$ cat src/rtl/status_pkg.sv
// Shared codes for the status/shift sequencer: op codes, shift modes, flag positions,
// condition codes, sequencer state and the condition evaluator.
package status_pkg;

    localparam logic [2:0] OP_NOP      = 3'd0;
    localparam logic [2:0] OP_LOAD_ALU = 3'd1;
    localparam logic [2:0] OP_LOAD_BUS = 3'd2;
    localparam logic [2:0] OP_SWAP     = 3'd3;
    localparam logic [2:0] OP_PUSH     = 3'd4;
    localparam logic [2:0] OP_POP      = 3'd5;
    localparam logic [2:0] OP_SET_MSR  = 3'd6;
    localparam logic [2:0] OP_CLR_MSR  = 3'd7;

    localparam logic [1:0] MODE_ZERO   = 2'd0;
    localparam logic [1:0] MODE_ONES   = 2'd1;
    localparam logic [1:0] MODE_ROT_MC = 2'd2;
    localparam logic [1:0] MODE_ROT    = 2'd3;

    localparam int FLAG_Z = 3;
    localparam int FLAG_N = 2;
    localparam int FLAG_C = 1;
    localparam int FLAG_V = 0;

    localparam logic [3:0] CC_LE    = 4'h0;
    localparam logic [3:0] CC_GT    = 4'h1;
    localparam logic [3:0] CC_LT    = 4'h2;
    localparam logic [3:0] CC_GE    = 4'h3;
    localparam logic [3:0] CC_EQ    = 4'h4;
    localparam logic [3:0] CC_NE    = 4'h5;
    localparam logic [3:0] CC_VS    = 4'h6;
    localparam logic [3:0] CC_VC    = 4'h7;
    localparam logic [3:0] CC_CORZ  = 4'h8;
    localparam logic [3:0] CC_NCNZ  = 4'h9;
    localparam logic [3:0] CC_CS    = 4'hA;
    localparam logic [3:0] CC_CC    = 4'hB;
    localparam logic [3:0] CC_NCORZ = 4'hC;
    localparam logic [3:0] CC_CNZ   = 4'hD;
    localparam logic [3:0] CC_MI    = 4'hE;
    localparam logic [3:0] CC_PL    = 4'hF;

    typedef enum logic [1:0] {SEQ_IDLE, SEQ_SHIFT, SEQ_DONE} seqState_e;

    // Codes come in complementary pairs: bits 3:1 pick the base test, bit 0 inverts it.
    function automatic logic condEval(input logic [3:0] flags, input logic [3:0] code);
        logic base;
        case (code[3:1])
            3'd0:    base = (flags[FLAG_N] ^ flags[FLAG_V]) | flags[FLAG_Z];
            3'd1:    base = flags[FLAG_N] ^ flags[FLAG_V];
            3'd2:    base = flags[FLAG_Z];
            3'd3:    base = flags[FLAG_V];
            3'd4:    base = flags[FLAG_C] | flags[FLAG_Z];
            3'd5:    base = flags[FLAG_C];
            3'd6:    base = ~flags[FLAG_C] | flags[FLAG_Z];
            default: base = flags[FLAG_N];
        endcase
        return base ^ code[0];
    endfunction

endpackage

$ cat src/rtl/status_stack.sv
// LIFO used to save and restore {uSR,MSR} pairs; overflow/underflow requests are ignored.
module status_stack #(
    parameter int DEPTH = 4,
    parameter int W     = 8,
    parameter int CNTW  = $clog2(DEPTH + 1)
) (
    input  logic            clk,
    input  logic            reset,
    input  logic            push,
    input  logic            pop,
    input  logic [W-1:0]    din,
    output logic [W-1:0]    dout,
    output logic [CNTW-1:0] count,
    output logic            full,
    output logic            empty
);

    localparam int AW = (DEPTH > 1) ? $clog2(DEPTH) : 1;

    logic [W-1:0]  mem [DEPTH];
    logic [AW-1:0] topIdx;

    assign full   = (count == CNTW'(DEPTH));
    assign empty  = (count == '0);
    assign topIdx = AW'(count - CNTW'(1));

    always_ff @(posedge clk or posedge reset) begin
        if (reset) begin
            count <= '0;
        end else if (push && !full) begin
            count <= count + CNTW'(1);
        end else if (pop && !empty) begin
            count <= count - CNTW'(1);
        end
    end

    // Storage needs no reset: only entries below count are ever read.
    always_ff @(posedge clk) begin
        if (push && !full) begin
            mem[count[AW-1:0]] <= din;
        end
    end

    always_comb begin
        dout = '0;
        if (!empty) begin
            dout = mem[topIdx];
        end
    end

endmodule

$ cat src/rtl/status_shift_seq.sv
// Micro/machine status registers with save stack, condition test, carry select
// and a shift-count sequencer that supplies the fill bit for each step.
module status_shift_seq import status_pkg::*; #(
    parameter int DEPTH = 4,
    parameter int CW    = 6
) (
    input  logic          clk,
    input  logic          reset,
    input  logic [2:0]    op,
    input  logic [3:0]    alu_flags,
    input  logic [3:0]    bus_flags,
    input  logic [3:0]    flag_en,
    output logic [3:0]    usr,
    output logic [3:0]    msr,
    input  logic [4:0]    cond_sel,
    output logic          ct,
    input  logic [1:0]    ci_sel,
    output logic          co,
    input  logic          shift_start,
    input  logic [CW-1:0] shift_cnt,
    input  logic [1:0]    shift_mode,
    input  logic          shout,
    output logic          shift_en,
    output logic          fill,
    output logic          busy,
    output logic          done,
    output logic          stk_full,
    output logic          stk_empty,
    output logic          stk_err
);

    localparam int CNTW = $clog2(DEPTH + 1);

    seqState_e       state;
    logic [CW-1:0]   remaining;
    logic [1:0]      modeLatched;
    logic [3:0]      nextUsr;
    logic [3:0]      nextMsr;
    logic            errSet;
    logic            stackPush;
    logic            stackPop;
    logic [7:0]      stackTop;
    logic [CNTW-1:0] stackCount;

    status_stack #(.DEPTH(DEPTH), .W(8), .CNTW(CNTW)) stackInst (
        .clk   (clk),
        .reset (reset),
        .push  (stackPush),
        .pop   (stackPop),
        .din   ({usr, msr}),
        .dout  (stackTop),
        .count (stackCount),
        .full  (stk_full),
        .empty (stk_empty)
    );

    always_comb begin
        nextUsr   = usr;
        nextMsr   = msr;
        errSet    = 1'b0;
        stackPush = 1'b0;
        stackPop  = 1'b0;
        case (op)
            OP_LOAD_ALU: begin
                nextUsr = alu_flags;
                nextMsr = (msr & ~flag_en) | (alu_flags & flag_en);
            end
            OP_LOAD_BUS: nextMsr = (msr & ~flag_en) | (bus_flags & flag_en);
            OP_SWAP: begin
                nextUsr = msr;
                nextMsr = usr;
            end
            OP_PUSH: begin
                if (stackCount == CNTW'(DEPTH)) errSet = 1'b1;
                else stackPush = 1'b1;
            end
            OP_POP: begin
                if (stackCount == '0) begin
                    errSet = 1'b1;
                end else begin
                    stackPop = 1'b1;
                    nextUsr  = stackTop[7:4];
                    nextMsr  = stackTop[3:0];
                end
            end
            OP_SET_MSR: nextMsr = 4'b1111;
            OP_CLR_MSR: nextMsr = 4'b0000;
            default: ;
        endcase
        // A rotate-through-carry step always owns MSR.C, whatever the op wrote.
        if (state == SEQ_SHIFT && modeLatched == MODE_ROT_MC) begin
            nextMsr[FLAG_C] = shout;
        end
    end

    always_ff @(posedge clk or posedge reset) begin
        if (reset) begin
            usr     <= '0;
            msr     <= '0;
            stk_err <= 1'b0;
        end else begin
            usr <= nextUsr;
            msr <= nextMsr;
            if (errSet) stk_err <= 1'b1;
        end
    end

    // Sequencer: a count of n yields n SHIFT cycles, then one DONE cycle.
    always_ff @(posedge clk or posedge reset) begin
        if (reset) begin
            state       <= SEQ_IDLE;
            remaining   <= '0;
            modeLatched <= MODE_ZERO;
            shift_en    <= 1'b0;
            busy        <= 1'b0;
            done        <= 1'b0;
        end else begin
            case (state)
                SEQ_IDLE: begin
                    if (shift_start) begin
                        remaining   <= shift_cnt;
                        modeLatched <= shift_mode;
                        busy        <= 1'b1;
                        if (shift_cnt != '0) begin
                            state    <= SEQ_SHIFT;
                            shift_en <= 1'b1;
                        end else begin
                            state <= SEQ_DONE;
                            done  <= 1'b1;
                        end
                    end
                end
                SEQ_SHIFT: begin
                    remaining <= remaining - CW'(1);
                    if (remaining <= CW'(1)) begin
                        state    <= SEQ_DONE;
                        shift_en <= 1'b0;
                        done     <= 1'b1;
                    end
                end
                SEQ_DONE: begin
                    state <= SEQ_IDLE;
                    busy  <= 1'b0;
                    done  <= 1'b0;
                end
                default: begin
                    state    <= SEQ_IDLE;
                    shift_en <= 1'b0;
                    busy     <= 1'b0;
                    done     <= 1'b0;
                end
            endcase
        end
    end

    always_comb begin
        case (modeLatched)
            MODE_ZERO:   fill = 1'b0;
            MODE_ONES:   fill = 1'b1;
            MODE_ROT_MC: fill = msr[FLAG_C];
            default:     fill = shout;
        endcase
    end

    always_comb begin
        case (ci_sel)
            2'd0:    co = 1'b0;
            2'd1:    co = 1'b1;
            2'd2:    co = usr[FLAG_C];
            default: co = msr[FLAG_C];
        endcase
    end

    assign ct = condEval(cond_sel[4] ? msr : usr, cond_sel[3:0]);

endmodule
$ cat config.mk
export PLATFORM = sky130hd
export DESIGN_NAME = status_shift_seq
export DESIGN_NICKNAME = d
export VERILOG_FILES = /design/src/rtl/status_pkg.sv /design/src/rtl/status_stack.sv /design/src/rtl/status_shift_seq.sv
export SDC_FILE = /design/constraint.sdc
export NUM_CORES = 1
export LEC_CHECK = 0
export BUFFER_PORTS_ARGS = -buffer_cell sky130_fd_sc_hd__buf_4
export CAP_MARGIN = 10
export CORE_MARGIN = 1.5
export CORE_UTILIZATION = 46
export DETAILED_ROUTE_END_ITERATION = 8
export PLACE_DENSITY = 0.7
export SKIP_CTS_REPAIR_TIMING = 1
export SYNTH_ARGS = -nofsm -noshare
export SYNTH_HDL_FRONTEND = slang
export SYNTH_HIERARCHICAL = 1
export SYNTH_SLANG_ARGS = --single-unit
export TNS_END_PERCENT = 50
$ cat constraint.sdc
create_clock -name clk -period 3.2 [get_ports clk]
set_input_delay 0.96 -clock clk [delete_from_list [all_inputs] [get_ports clk]]
set_output_delay 0.96 -clock clk [all_outputs]
set_load 0.05 [all_outputs]
==> impl_metrics.env <==
export IMPL_port_buffers=50
export IMPL_hold_path_depth=1
export IMPL_antenna_found_initial=0
export IMPL_netlist_instances=292
export IMPL_nets=393
export IMPL_netlist_area_leader_share=0.299
export IMPL_busiest_layer="met2"
export IMPL_drt_pass1_iterations=4
export IMPL_ant_nets=0
export IMPL_n_antenna_cell=0
export IMPL_cts_sinks=57
export IMPL_synth_top_area_cell="edfxtp_1"
export IMPL_fmax_mhz=320
export IMPL_crit_required_ns=2.24
export IMPL_maxCapViolCount=0
export IMPL_clock_latency_ns=0.33
export IMPL_ys_ff_latch=57
export IMPL_startpoint_type="primary input"
export IMPL_clk_pin_slew_ns=0.07
export IMPL_r2r_start="stackInst/count[1]"
export IMPL_fin_worst_skew_ns=0.0127
export IMPL_p_per_area_mw_per_mm2=828
export IMPL_synthesis_area_mm2=0.00322
export IMPL_slowest_delay_ns=0.34
export IMPL_crit_chain="buf_4 > and4b_1 > a2111oi_2 > a31o_2 > o211ai_1 > buf_4"
export IMPL_synth_avg_cell_area_um2=11.0
export IMPL_final_cells=452
export IMPL_drt_iter0_drc=102
export IMPL_status="completed"
export IMPL_gp_congestion=0.819
export IMPL_dp_hpwl_um=5560
export IMPL_critPathKind="in -> out"
export IMPL_wl_per_cell_um=16.9
export IMPL_synth_edf_count=32
export IMPL_start_util=0.474
export IMPL_wirelength_um=7620
export IMPL_die_area_mm2=0.00751
export IMPL_met1_usage=0.293
export IMPL_core_area_mm2=0.00679
export IMPL_arrival_ns=2.17
export IMPL_grt_max_degree=35
export IMPL_ff2ff_path_depth=7
export IMPL_yosysSeqAreaShare=0.493
export IMPL_grt_pass1_wl_um=11900
export IMPL_leakagePower_nw=1.57
export IMPL_drc=0
export IMPL_final_common_cell="buf_4"
export IMPL_path_max_fanout=10
export IMPL_mostFrequentLayoutCells="buf_4 (63), edfxtp_1 (32), dfrtp_1 (25)"
export IMPL_tightest_slew_ns=0.861
export IMPL_grt_use_met2=0.343
export IMPL_drive_gt1_frac=0.284
export IMPL_worstHoldStart="stk_err"
export IMPL_htreeDepth=3
export IMPL_grt_pass1_vias=2380
export IMPL_hold_viol=0
export IMPL_grt_met3_usage=0.0410
export IMPL_rows=30
export IMPL_finalSetupViolCount=0
export IMPL_critPathSlowestCell="a2111oi_2"
export IMPL_ys_async_sr_fraction=0.439
export IMPL_rsz0062_at_grt="false"
export IMPL_whs_endpoint="stk_err"
export IMPL_critPathTopFamily="compound AO/OA/AOI/OAI gates"
export IMPL_grt_usage=0.214
export IMPL_root_buffer="clkbuf_8"
export IMPL_max_slew_margin_rel=0.426
export IMPL_drv_slew=0
export IMPL_cts_path_max_buffers=2
export IMPL_yosysWarnings=6
export IMPL_r2r_end="usr[3]"
export IMPL_syn_nets=334
export IMPL_via_count=2539
export IMPL_ys_types=61
export IMPL_die_x_um=86.6
export IMPL_cts_tree="done"
export IMPL_pin_count=51
export IMPL_cp_common_cell="buf_4"
export IMPL_numCtsBuffers=9
export IMPL_viasPerCell=5.62
export IMPL_fp_dieH_um=86.6
export IMPL_vdd_drop_max_v=0.000546
export IMPL_synthTopCellsByArea="edfxtp_1 (30%), dfrtp_1 (19%), mux4_2 (5.6%)"
export IMPL_worstSetupEndpointType="primary output"
export IMPL_r2r_slack_ns=0.65
export IMPL_dp_cells=436
export IMPL_grt_overflow_total=0
export IMPL_layout_min_cycle_time_ns=3.13
export IMPL_ys_flop_type="edfxtp_1"
export IMPL_area_delta_synth_final_pct=22.7
export IMPL_holdCritPathClass="reg -> reg"
export IMPL_fin_crit_sh=0.977
export IMPL_critPathBufInv=2
export IMPL_holdWs_ns=0.472
[state kept, by name, summed over array words and instances (netlist names), named ones only]
| name | count |
|---|---|
| busy | 1 |
| done | 1 |
| modeLatched | 2 |
| remaining | 6 |
| shift_en | 1 |
| stackInst/count | 3 |
| stackInst/mem | 32 |
| state | 2 |
| stk_err | 1 |
| usr | 4 |
[final cells by class]
cell class                      count  area, µm²
Timing Repair Buffer               63        473
Tap cell                           96        120
Clock inverter                      7       70.1
Sequential cell                    57       1590
Fill cell                         607       2850
Inverter                           20       75.1
Clock buffer                        9        124
Multi-Input combinational cell    200       1500
[cell families after synthesis]
family          Yosys count  share of synthesized area
xor+xnor                  2                    0.00544
flops                    57                      0.493
mux                      11                     0.0665
compound gates           88                      0.192
buf+inv                  35                     0.0459
fa+ha+maj                 9                     0.0342
simple gates             90                      0.163
[synth_stat cells, drive strengths merged, types with 2 or more instances]
master	number
buf	7
inv	20
nor2	17
a21o	2
a21oi	14
clkbuf	8
nand4	3
o31ai	2
ha	8
o311ai	3
and3	2
a31oi	7
o31a	2
dfrtp	25
a22oi	2
o21a	2
a21boi	5
mux2	3
o21ai	19
nor2b	14
a31o	5
mux4	8
a221oi	2
edfxtp	32
a2111oi	2
nor3	5
or3	2
o22ai	5
o22a	5
nand3	4
nor4b	2
nor4	4
nand2b	11
nand3b	7
nand2	7
and2	6
o211ai	2
[where the power goes]
part           internal (mW)  switching (mW)  total [mW]
Combinational          0.625           0.850        1.48
Clock                  0.359           0.294       0.652
Sequential             0.966           0.176        1.14
Total                   1.95            1.32        3.27
[layer usage]
metal	wire length, µm	part of all wire
met1	3540	0.46
met2	3750	0.49
met3	295	0.039
met4	42	0.0055
met5	0	0
[worst register-to-register path, cell delays in order, from the launching register on]
cell and delay [ns]:
dfrtp_1 0.49, inv_1 0.13, ha_1 0.56, mux4_2 0.37
nor2b_1 0.15, o311ai_0 0.31, o21ai_0 0.16, a31o_2 0.26
[how the worst max path moves through the flow]
stage,start,to,depth (start not counted)
finish,cond_sel[3],ct,6
global route,cond_sel[3],ct,6
CTS,cond_sel[3],ct,6
detailed placement,cond_sel[3],ct,6
global placement,cond_sel[3],ct,6
floorplan,cond_sel[2],ct,5
[metrics by stage]
stage	TNS [ns]	util	area [µm²]	power, mW	worst slack (ns)
after global routing	0	0.581	3950	3.47	0.0121
after detailed placement	0	0.552	3750	2.63	0.0773
after global placement	0	0.552	3750	2.61	0.106
after floorplan	-0.197	-	3260	2.18	-0.197
after CTS	0	0.581	3950	3.30	0.0738
final	0	0.581	3950	3.27	0.0732
Power figures use the tool's default switching activity.
